--- config.mk ---
export PLATFORM = sky130hd
export DESIGN_NAME = alu_secuencial
export DESIGN_NICKNAME = d
export VERILOG_FILES = /design/src/rtl/alu_secuencial_pkg.sv /design/src/rtl/mult_secuencial.sv /design/src/rtl/alu_secuencial.sv
export SDC_FILE = /design/constraint.sdc
export NUM_CORES = 1
export LEC_CHECK = 0
export ABC_AREA = 1
export CORE_ASPECT_RATIO = 0.8
export CORE_MARGIN = 4
export CORE_UTILIZATION = 35
export CTS_CLUSTER_DIAMETER = 100
export DETAILED_ROUTE_END_ITERATION = 7
export PLACE_DENSITY = 0.6
export SLEW_MARGIN = 0
export SYNTH_ARGS = -nofsm -noshare
export SYNTH_HDL_FRONTEND = slang
export SYNTH_SLANG_ARGS = --single-unit
--- constraint.sdc ---
create_clock -name clk -period 2.55 [get_ports clk]
set_input_delay 0.51 -clock clk [delete_from_list [all_inputs] [get_ports clk]]
set_output_delay 0.51 -clock clk [all_outputs]
set_load 0.03 [all_outputs]
--- src/rtl/alu_secuencial_pkg.sv ---
// alu_secuencial shared types: opcodes, FSM states, flag bit positions.
// Build option ALU_SECUENCIAL_MUL_EN enables the shift-add multiplier.
package alu_secuencial_pkg;

  typedef enum logic [2:0] {
    OP_AND  = 3'b000,
    OP_OR   = 3'b001,
    OP_XOR  = 3'b010,
    OP_ADD  = 3'b011,
    OP_SUB  = 3'b100,
    OP_MUL  = 3'b101,
    OP_RSV6 = 3'b110,
    OP_RSV7 = 3'b111
  } op_e;

  typedef enum logic [1:0] {
    IDLE = 2'b00,
    BUSY = 2'b01,
    DONE = 2'b10
  } state_e;

  localparam int FLAG_Z = 0;
  localparam int FLAG_N = 1;
  localparam int FLAG_C = 2;
  localparam int FLAG_V = 3;

endpackage

--- src/rtl/mult_secuencial.sv ---
// Unsigned shift-add multiplier, one partial product per clock.
// The first step runs on the start cycle; done is high on the Nth cycle.
module mult_secuencial
  import alu_secuencial_pkg::*;
#(
  parameter int N_BITS = 8
) (
  input  logic                  clk,
  input  logic                  reset,
  input  logic                  start,
  input  logic [N_BITS-1:0]     a,
  input  logic [N_BITS-1:0]     b,
  output logic                  done,
  output logic [2*N_BITS-1:0]   product
);

  localparam int CW = $clog2(N_BITS + 1);
  localparam logic [CW-1:0] LAST = CW'(N_BITS);

  logic [N_BITS-1:0] mcand_q, mcand_d;
  logic [N_BITS-1:0] hi_q, hi_d;
  logic [N_BITS-1:0] lo_q, lo_d;
  logic [CW-1:0]     cnt_q, cnt_d;
  logic              run_q, run_d;

  logic [N_BITS-1:0] src_m;
  logic [N_BITS-1:0] src_hi;
  logic [N_BITS-1:0] src_lo;
  logic [N_BITS:0]   sum;

  // One add-and-shift step, fed from the ports on the start cycle
  always_comb begin
    src_m  = start ? a  : mcand_q;
    src_hi = start ? '0 : hi_q;
    src_lo = start ? b  : lo_q;
    sum    = {1'b0, src_hi}
           + (src_lo[0] ? {1'b0, src_m} : '0);
  end

  // Step sequencing and iteration count
  always_comb begin
    mcand_d = mcand_q;
    hi_d    = hi_q;
    lo_d    = lo_q;
    cnt_d   = cnt_q;
    run_d   = run_q;
    if (start) begin
      mcand_d = a;
      hi_d    = sum[N_BITS:1];
      lo_d    = {sum[0], src_lo[N_BITS-1:1]};
      cnt_d   = CW'(1);
      run_d   = 1'b1;
    end else if (run_q) begin
      if (cnt_q == LAST) begin
        run_d = 1'b0;
      end else begin
        hi_d  = sum[N_BITS:1];
        lo_d  = {sum[0], src_lo[N_BITS-1:1]};
        cnt_d = cnt_q + 1'b1;
      end
    end
    done    = run_q && (cnt_q == LAST);
    product = {hi_q, lo_q};
  end

  // Multiplier state registers
  always_ff @(posedge clk) begin
    if (reset) begin
      mcand_q <= '0;
      hi_q    <= '0;
      lo_q    <= '0;
      cnt_q   <= '0;
      run_q   <= 1'b0;
    end else begin
      mcand_q <= mcand_d;
      hi_q    <= hi_d;
      lo_q    <= lo_d;
      cnt_q   <= cnt_d;
      run_q   <= run_d;
    end
  end

endmodule

--- src/rtl/alu_secuencial.sv ---
// Handshaked ALU: logic/add/sub in one cycle, MUL via mult_secuencial.
// Define ALU_SECUENCIAL_MUL_EN to build the multiplier and BUSY path.
module alu_secuencial
  import alu_secuencial_pkg::*;
#(
  parameter int N_BITS = 8
) (
  input  logic              clk,
  input  logic              reset,
  input  logic [N_BITS-1:0] entrada_a,
  input  logic [N_BITS-1:0] entrada_b,
  input  logic [2:0]        operacion,
  input  logic              in_valid,
  output logic              in_ready,
  output logic [N_BITS-1:0] resultado,
  output logic [N_BITS-1:0] resultado_alto,
  output logic [3:0]        banderas,
  output logic              out_valid,
  input  logic              out_ready
);

  localparam int MSB = N_BITS - 1;

  state_e            state_q, state_d;
  logic [N_BITS-1:0] res_q, res_d;
  logic [N_BITS-1:0] hi_q, hi_d;
  logic [3:0]        flg_q, flg_d;

  logic [N_BITS:0]   add_w;
  logic [N_BITS:0]   sub_w;
  logic [N_BITS-1:0] alu_res;
  logic [3:0]        alu_flg;

`ifdef ALU_SECUENCIAL_MUL_EN
  logic                mul_start;
  logic                mul_done;
  logic [2*N_BITS-1:0] mul_prod;

  mult_secuencial #(
    .N_BITS (N_BITS)
  ) u_mult (
    .clk     (clk),
    .reset   (reset),
    .start   (mul_start),
    .a       (entrada_a),
    .b       (entrada_b),
    .done    (mul_done),
    .product (mul_prod)
  );
`endif

  // Single-cycle datapath; reserved opcodes fall out as 0 with Z set
  always_comb begin
    add_w   = {1'b0, entrada_a} + {1'b0, entrada_b};
    sub_w   = {1'b0, entrada_a} - {1'b0, entrada_b};
    alu_res = '0;
    alu_flg = '0;
    unique case (1'b1)
      (operacion == OP_AND): alu_res = entrada_a & entrada_b;
      (operacion == OP_OR):  alu_res = entrada_a | entrada_b;
      (operacion == OP_XOR): alu_res = entrada_a ^ entrada_b;
      (operacion == OP_ADD): begin
        alu_res         = add_w[MSB:0];
        alu_flg[FLAG_C] = add_w[N_BITS];
        alu_flg[FLAG_V] = (entrada_a[MSB] == entrada_b[MSB])
                       && (alu_res[MSB] != entrada_a[MSB]);
      end
      (operacion == OP_SUB): begin
        alu_res         = sub_w[MSB:0];
        alu_flg[FLAG_C] = ~sub_w[N_BITS];
        alu_flg[FLAG_V] = (entrada_a[MSB] != entrada_b[MSB])
                       && (alu_res[MSB] != entrada_a[MSB]);
      end
      default: ;
    endcase
    alu_flg[FLAG_Z] = (alu_res == '0);
    alu_flg[FLAG_N] = alu_res[MSB];
  end

  // FSM next state and result capture
  always_comb begin
    state_d = state_q;
    res_d   = res_q;
    hi_d    = hi_q;
    flg_d   = flg_q;
`ifdef ALU_SECUENCIAL_MUL_EN
    mul_start = 1'b0;
`endif
    unique case (state_q)
      IDLE: begin
        if (in_valid) begin
          state_d = DONE;
          res_d   = alu_res;
          hi_d    = '0;
          flg_d   = alu_flg;
`ifdef ALU_SECUENCIAL_MUL_EN
          if (operacion == OP_MUL) begin
            state_d   = BUSY;
            mul_start = 1'b1;
          end
`endif
        end
      end
      BUSY: begin
`ifdef ALU_SECUENCIAL_MUL_EN
        if (mul_done) begin
          state_d         = DONE;
          res_d           = mul_prod[MSB:0];
          hi_d            = mul_prod[2*N_BITS-1:N_BITS];
          flg_d           = '0;
          flg_d[FLAG_C]   = (hi_d != '0);
          flg_d[FLAG_N]   = mul_prod[2*N_BITS-1];
          flg_d[FLAG_Z]   = (mul_prod == '0);
        end
`else
        state_d = IDLE;
`endif
      end
      DONE: begin
        if (out_ready) state_d = IDLE;
      end
      default: state_d = IDLE;
    endcase
  end

  // State and result registers; reset overrides any handshake
  always_ff @(posedge clk) begin
    if (reset) begin
      state_q <= IDLE;
      res_q   <= '0;
      hi_q    <= '0;
      flg_q   <= '0;
    end else begin
      state_q <= state_d;
      res_q   <= res_d;
      hi_q    <= hi_d;
      flg_q   <= flg_d;
    end
  end

  assign in_ready       = (state_q == IDLE);
  assign out_valid      = (state_q == DONE);
  assign resultado      = res_q;
  assign resultado_alto = hi_q;
  assign banderas       = flg_q;

endmodule

Word-level counts from Yosys, hierarchy flattened --
Index checks and enable logic that the tools add are counted.
Storage, ports and cells: bits in registers 14, word-level logic and storage cells 32, bits of input ports 23, output and inout bits 22
Operators by class: add/sub/neg operators 2, bitwise operators 4, reductions and logical operators 7, eq/ne operators 11, muxes and demuxes 5
Operator list (number):
- 8-bit case mux with 5 select lines | 1
- 8-bit by 8-bit adder with 9-bit output | 1
- 8-bit by 8-bit subtractor with 9-bit output | 1
- 8-bit bitwise AND | 1
- 8-bit zero test | 1
- 8-bit bitwise OR | 1
- 2-bit case mux with 2 select lines | 2
- 8-bit XOR | 1
- 3-bit by 2-bit == test with 1-bit output, second input constant | 2
- 2-bit 2-to-1 mux | 2
- 2-bit AND reduction | 2
- 3-bit by 1-bit == test with 1-bit output, second input constant | 1
- 3-bit == test, second input constant | 1
- 3-bit zero test | 1
- 1-bit != test | 3
- 2-bit == test, second input constant | 1
- 1-bit logical AND | 2
- 2-bit zero test | 1
- 2-bit by 1-bit != test with 1-bit output, second input constant | 1
- 2-bit != test, second input constant | 1
- 1-bit == test | 1
- 1-bit inverter | 1

Depth between registers and ports, before layout --
Gate-level depths: netlist of the first run.
word-level depth 4, gate-level depth with buffers 15

Least setup slack after synthesis of the first run --
No wires, ideal clock.
path type input-to-reg, from input entrada_a[0], to register flg_q[0], in the netlist banderas[0], data required time 2.484 ns, path slack 0.578 ns, buffers on the path 0, stages 15, arrival time 1.906 ns, cell sequence ha_1 -> inv_1 -> fa_1 -> inv_1 -> nand2_1 -> nand2_1 -> and2_1 -> nand2_1 -> nand2_1 -> nor2_1 -> nor2_2 -> nand3_1 -> nor2_1 -> nand2_1 -> a21oi_2
On the way: cells in the longest elaborated chain, start to end 3
RTL lines:
- start, declared | line alu_secuencial.sv:10 | input logic [N_BITS-1:0] entrada_a,
- 8-bit by 8-bit subtractor with 9-bit output (tied with other cells) | line alu_secuencial.sv:55 | sub_w = {1'b0, entrada_a} - {1'b0, entrada_b};
- 8-bit case mux with 5 select lines (*) | line alu_secuencial.sv:58 | unique case (1'b1)
- 8-bit zero test (*) | line alu_secuencial.sv:76 | alu_flg[FLAG_Z] = (alu_res == '0);
- end signal, assigned | line alu_secuencial.sv:137 | flg_q <= flg_d;
- end, declared | line alu_secuencial.sv:27 | logic [3:0] flg_q, flg_d;
Every way passes the cells marked *; elsewhere a longest branch is shown, timed or not. A chain may end at the register's enable or synchronous reset.

Final worst setup path of the first run --
Ends and elaborated chain as after synthesis.

==> results.toml, run 1 <==
[timing]
period_share_pct = 93.1
setup_viol = 0
tns_ns = 0
hold_viol = 0
slew_violations = 0
min_period_ns = 2.37
clock_skew_ns = 0.00153
max_freq_mhz = 421
whs_ns = 0.497

[detailed_routing]
drc = 0
dr.pass1.iters = 5
final_antenna_net_count = 0
drtIter0Drc = 108
vias_per_cell = 4.73
vias = 1909
wl_per_cell_um = 11.5
drt-total-wl_um = 4640

[pwr]
power_density_mw_per_mm2 = 357
p_total_uw = 857
p_leak_nw = 1.24
max-vdd-ir-drop_mv = 0.292

[clock_network]
clk_latency_ns = 0.24
clockBufferDepth = 2
numClockSinks = 12
cts_buffers = 3
ctsHoldBuffers = 0
cts_tree = "built"
cts_root_buffer = "clkbuf_8"
clkSlewWorstSetupHoldPaths_ns = 0.05
h-tree-depth = 1

[die]
coreArea_sq_mm = 0.00473
fp.dieW_um = 87.4
start_util_pct = 37.3
die-area_sq_mm = 0.00626
rows = 22
fp.dieH_um = 71.5
io_pins = 45

[place]
dpl_cell_area_sq_mm = 0.00233
dp_hpwl_um = 3900
gp_congestion = 0.885
port_buffers = 36

[synthesis]
synth_edf_count = 0
yosys_most_used_dff = "dfxtp_1"
synth_top_area_share_pct = 17.7
avgSynthCellArea_sq_um = 6.20
synth-seq-area-share_pct = 13.6
async_flop_share_pct = 0
ys_ff_latch = 12
syn_area_sq_mm = 0.00177
synthCells = 285
synth_area_leader_cell = "ha_1"
ys_warn_count = 0
netlist_top_cells_area = "ha_1 (18%), dfxtp_1 (14%), nand2_1 (11%), nand3_1 (9.3%), inv_1 (8.5%)"
ys_types = 35

[critical_path]
cp.required_ns = 2.73
reg2reg_depth = 8
crit_arrival_ns = 2.55
cp-end-kind = "flop"
critPathLaunchType = "input pin"
crit_type = "in -> reg"
timing.rr.start = "state_q[1]"
cp_max_fo = 2
cp-startpoint = "entrada_a[0]"

[outcome]
outcome = "finished, final reports clean"

[grt]
grt_pass1_vias = 1715
grt_max_degree = 12
grt_pass1_wl_um = 7550
grt_usage_pct = 14.8
grt_overflow_total = 0
antenna_found_initial = 0

[final_layout]
final_core_util_pct = 50.6
nFillCells = 523
n_antenna_cell = 0
fin_nets = 395
layout-drive-gt1-share_pct = 16.3
area_growth_pct = 35.7
fin_area_sq_mm = 0.00240

[min_path]
whs_path_depth = 2
hp-start = "banderas[0]"
min_path_type = "reg -> reg"

[job]
cap_violations = 0
## routing by layer
metal	vias up	share of wire [%]	track usage, %	wire length (um)
met5	-	0	0	0
met2	67	43	23.4	1990
met3	6	6.8	1.26	314
li1	1006	-	-	-
met1	830	49	21.0	2280
met4	0	1.2	4.94	55
## cells by family (layout without fill, tap and decap cells)
kind of cell,count (synthesis),after routing,share of synthesized area (%)
flops,12,12,13.6
other cells,1,8,0.212
fa+ha+maj,27,27,20.0
simple gates,153,153,40.7
compound gates,33,33,10.6
buf+inv,58,110,14.4
xor+xnor,1,1,0.496
## what timing repair did
action,4_1_cts,5_1_grt
setup buffers,0,0
resized for setup,0,6
endpoints found under the setup margin,0,3
## worst max-delay path, cell delays in order
cell             delay (ns)
clkdlybuf4s50_1        0.48
ha_2                   0.18
inv_1                  0.05
fa_1                   0.38
inv_1                  0.07
nand2_1                0.07
nand2_2                0.07
and2_1                 0.13
nand2_1                0.05
nand2_1                0.05
nor2_1                 0.05
nor2_2                 0.12
nand3_1                0.09
nor2_1                 0.09
nand2_1                0.07
a21oi_2                0.10
## flip-flops by register name (all words and copies together) (netlist names)
signal     count
state_q        1
resultado      7
banderas       4
## final cells by class
| class | count | area (sq um) | area share, % |
|---|---|---|---|
| multi-input cells | 222 | 1310 | 54.5 |
| clock buffers | 4 | 55.1 | 2.30 |
| flip-flops and latches | 12 | 240 | 10.0 |
| repair buffers | 61 | 551 | 23.0 |
| inverters | 45 | 169 | 7.05 |
| well taps | 60 | 75.1 | 3.13 |
## layout by cell type (no fill, tap or decap), types with 2 or more instances in the layout
cell             instances
nand2_1                 52
inv_1                   39
nor2_1                  39
clkdlybuf4s50_1         35
nand3_1                 33
buf_4                   25
ha_1                    23
dfxtp_1                 12
a21oi_1                 11
o21ai_0                  9
conb_1                   8
nor2_2                   7
inv_2                    5
nand2_2                  4
nand3b_1                 4
o21ai_1                  4
clkbuf_8                 4
nor2_4                   3
nand4_1                  3
o21a_1                   2
nor3_1                   2
nand3_2                  2
o211ai_1                 2
ha_2                     2
## report_power, final
group	switching, mW	internal [mW]	leakage (nW)
clock	0.0716	0.137	0.0288
sequential	0.00772	0.203	0.0991
combinational	0.252	0.186	1.12
## through the flow
step	worst slack (ns)	std cells
after floorplan	0.578	292
after global placement	-0.106	400
after detailed placement	-0.127	400
after CTS	0.124	404
after global routing	-0.00900	404
final	0.177	404
## cells in the mapped netlist, types with 3 or more instances
| cell | count |
|---|---|
| nand3_1 | 33 |
| buf_4 | 9 |
| nand3b_1 | 4 |
| nand2_2 | 3 |
| dfxtp_1 | 12 |
| inv_1 | 40 |
| o21ai_0 | 9 |
| nand2_1 | 53 |
| nor2_2 | 7 |
| a21oi_1 | 11 |
| buf_2 | 3 |
| o21ai_1 | 4 |
| ha_1 | 25 |
| nor2_1 | 39 |
| nor2_4 | 3 |
| nand4_1 | 3 |
| inv_2 | 4 |
## final timing paths
check | end | slack (ns)
min reg2reg | banderas[0] | 0.50
max | banderas[0] | 0.18
min | banderas[0] | 0.50
max reg2reg | resultado[2] | 1.15
No activity file was read; power rests on OpenSTA's default activity.
==> run 2: changes to the inputs <==
Settings changed: CELL_PAD_IN_SITES_DETAIL_PLACEMENT from default to 0, CELL_PAD_IN_SITES_GLOBAL_PLACEMENT from default to 1, CORE_ASPECT_RATIO 0.8 to default, CORE_UTILIZATION 35 to 34, PLACE_DENSITY 0.6 to 0.81.
==> results.toml, run 2 (synthesized netlist as in run 1, its figures left out) <==
[outcome]
outcome = "finished, final reports clean"

[min_path]
whs_path_depth = 2
min_path_type = "reg -> reg"
hold_end = "banderas[0]"
hp-start = "banderas[0]"

[pwr]
p_int_uw = 495
p_sw_share_pct = 39.4
p_total_uw = 817
switching_power_uw = 322
p_leak_nw = 1.24
max-vdd-ir-drop_mv = 0.157
pwr-share-comb_pct = 53.6
sequentialPowerShare_pct = 25.8
pwr-share-clk_pct = 20.6
power_density_mw_per_mm2 = 340

[die]
rows = 25
coreArea_sq_mm = 0.00488
io_pins = 45
fp.dieH_um = 80.1
die-area_sq_mm = 0.00641
fp.dieW_um = 80.1
start_util_pct = 36.2

[final_layout]
largest_reg_flops = 7
n_antenna_cell = 0
fin_nets = 395
final_cell_mix = "nand2_1 (52), inv_1 (38), nor2_1 (38)"
nFillCells = 537
final_common_cell = "nand2_1"
area_growth_pct = 35.8
layout-drive-gt1-share_pct = 16.9
final_core_util_pct = 49.2

[detailed_routing]
drc = 0
drt-total-wl_um = 4460
dr.pass1.iters = 4
drtIter0Drc = 71
final_antenna_net_count = 0
vias_per_cell = 4.56
wl_per_cell_um = 10.9
vias = 1870

[critical_path]
path_common_cell = "nand2_1"
reg2reg_depth = 8
r2r_slack_ns = 1.10
r2r_end = "resultado[2]"
crit_buf_inv = 3
cp_max_fo = 3
timing.rr.start = "state_q[1]"
crit_type = "in -> reg"
cp.required_ns = 2.72
slowest_stage = "clkdlybuf4s50_1"
critPathLaunchType = "input pin"
path_cells = "clkdlybuf4s50_1 -> inv_1 -> fa_1 -> inv_1 -> nand2_1 -> nand2_1 -> and2_4 -> nand2_1 -> nand2_1 -> nor2_1 -> nor2_2 -> nand3_1 -> nor2_1 -> nand2_1 -> a21oi_2"
crit_arrival_ns = 2.50
cp-end-kind = "flop"
crit_family = "simple AND/OR/NAND/NOR gates"
cpPeakStageDelay_ns = 0.50

[timing]
period_share_pct = 91.4
clock_skew_ns = 0.000423
fin_ws_ns = 0.220
min_period_ns = 2.33
whs_ns = 0.489
max_freq_mhz = 429
slew_violations = 0
grt_setup_unrepaired = "no"
hold_viol = 0
setup_viol = 0
tns_ns = 0

[place]
pre_cts_slack_ns = -0.152
gp_congestion = 0.839
port_buffers = 36
dp_hpwl_um = 3810

[clock_network]
cts_buffers = 3
clockBufferDepth = 2
cts_tree = "built"
h-tree-depth = 1
clk_latency_ns = 0.24
cts_root_buffer = "clkbuf_8"
numClockSinks = 12
clkSlewWorstSetupHoldPaths_ns = 0.05

[job]
cap_violations = 0

[grt]
antenna_found_initial = 0
grt_pass1_wl_um = 7440
grt_usage_pct = 14.3
grt_max_degree = 12
grt_pass1_vias = 1709
grt_overflow_total = 0
run 2: cell count changes in the layout (fill, tap and decap cells not counted), sizes merged:
cell,delta
clkdlybuf4s50,-1
clkbuf,-1
dlymetal6s2s,+1
run 2: area by class of cell:
cell class	instances	area (sq um)	share of cell area, %
Clock buffer	3	41.3	1.72
Inverter	45	169	7.04
Multi-Input combinational cell	222	1310	54.7
Sequential cell	12	240	10.0
Tap cell	67	83.8	3.49
Timing Repair Buffer	61	553	23.0
run 2: how the worst max path moves through the flow:
stage / cells past startpoint / slack, ns / from / endpoint
after floorplan: 15 / 0.58 / entrada_a[0] / banderas[0]
after detailed placement: 14 / -0.15 / entrada_a[0] / banderas[0]
after global routing: 12 / 0.01 / entrada_b[2] / banderas[0]
final: 15 / 0.22 / entrada_a[1] / banderas[0]
after global placement: 14 / -0.12 / entrada_a[0] / banderas[0]
after CTS: 14 / 0.1 / entrada_a[0] / banderas[0]
run 2: metal layers:
metal / up-vias / part of all wire, % / track usage, %
met2: 37 / 46 / 24.5
li1: 1013 / - / -
met5: - / 0 / 0
met3: 5 / 3.7 / 0.897
met1: 815 / 49 / 19.0
met4: 0 / 0.97 / 4.39
run 2: worst register-to-register path, cell delays in order, from the launching register on:
cell and delay, ns:
dfxtp_1 0.32, inv_1 0.06, nand2_1 0.15, clkinv_1 0.30, buf_4 0.27, nor2_1 0.08
nor2_1 0.04, o21ai_0 0.07, inv_1 0.05
run 2: through the flow:
step | area [sq um] | instances
floorplan | 1790 | 292
global placement | 2330 | 406
detailed placement | 2330 | 406
CTS | 2370 | 409
global route | 2400 | 410
finish | 2400 | 410
run 2: power groups by stage:
stage	combinational (mW)	clock [mW]	sequential [mW]
final	0.438	0.168	0.211
after global routing	0.490	0.185	0.213
after CTS	0.432	0.176	0.211
after detailed placement	0.430	0	0.214
after global placement	0.428	0	0.214
after floorplan	0.239	0	0.244
run 2: repair_timing:
action,in CTS,in global routing
setup endpoints to repair,0,2
hold buffers,0,0
buffers inserted,0,1
gates resized for setup,0,11
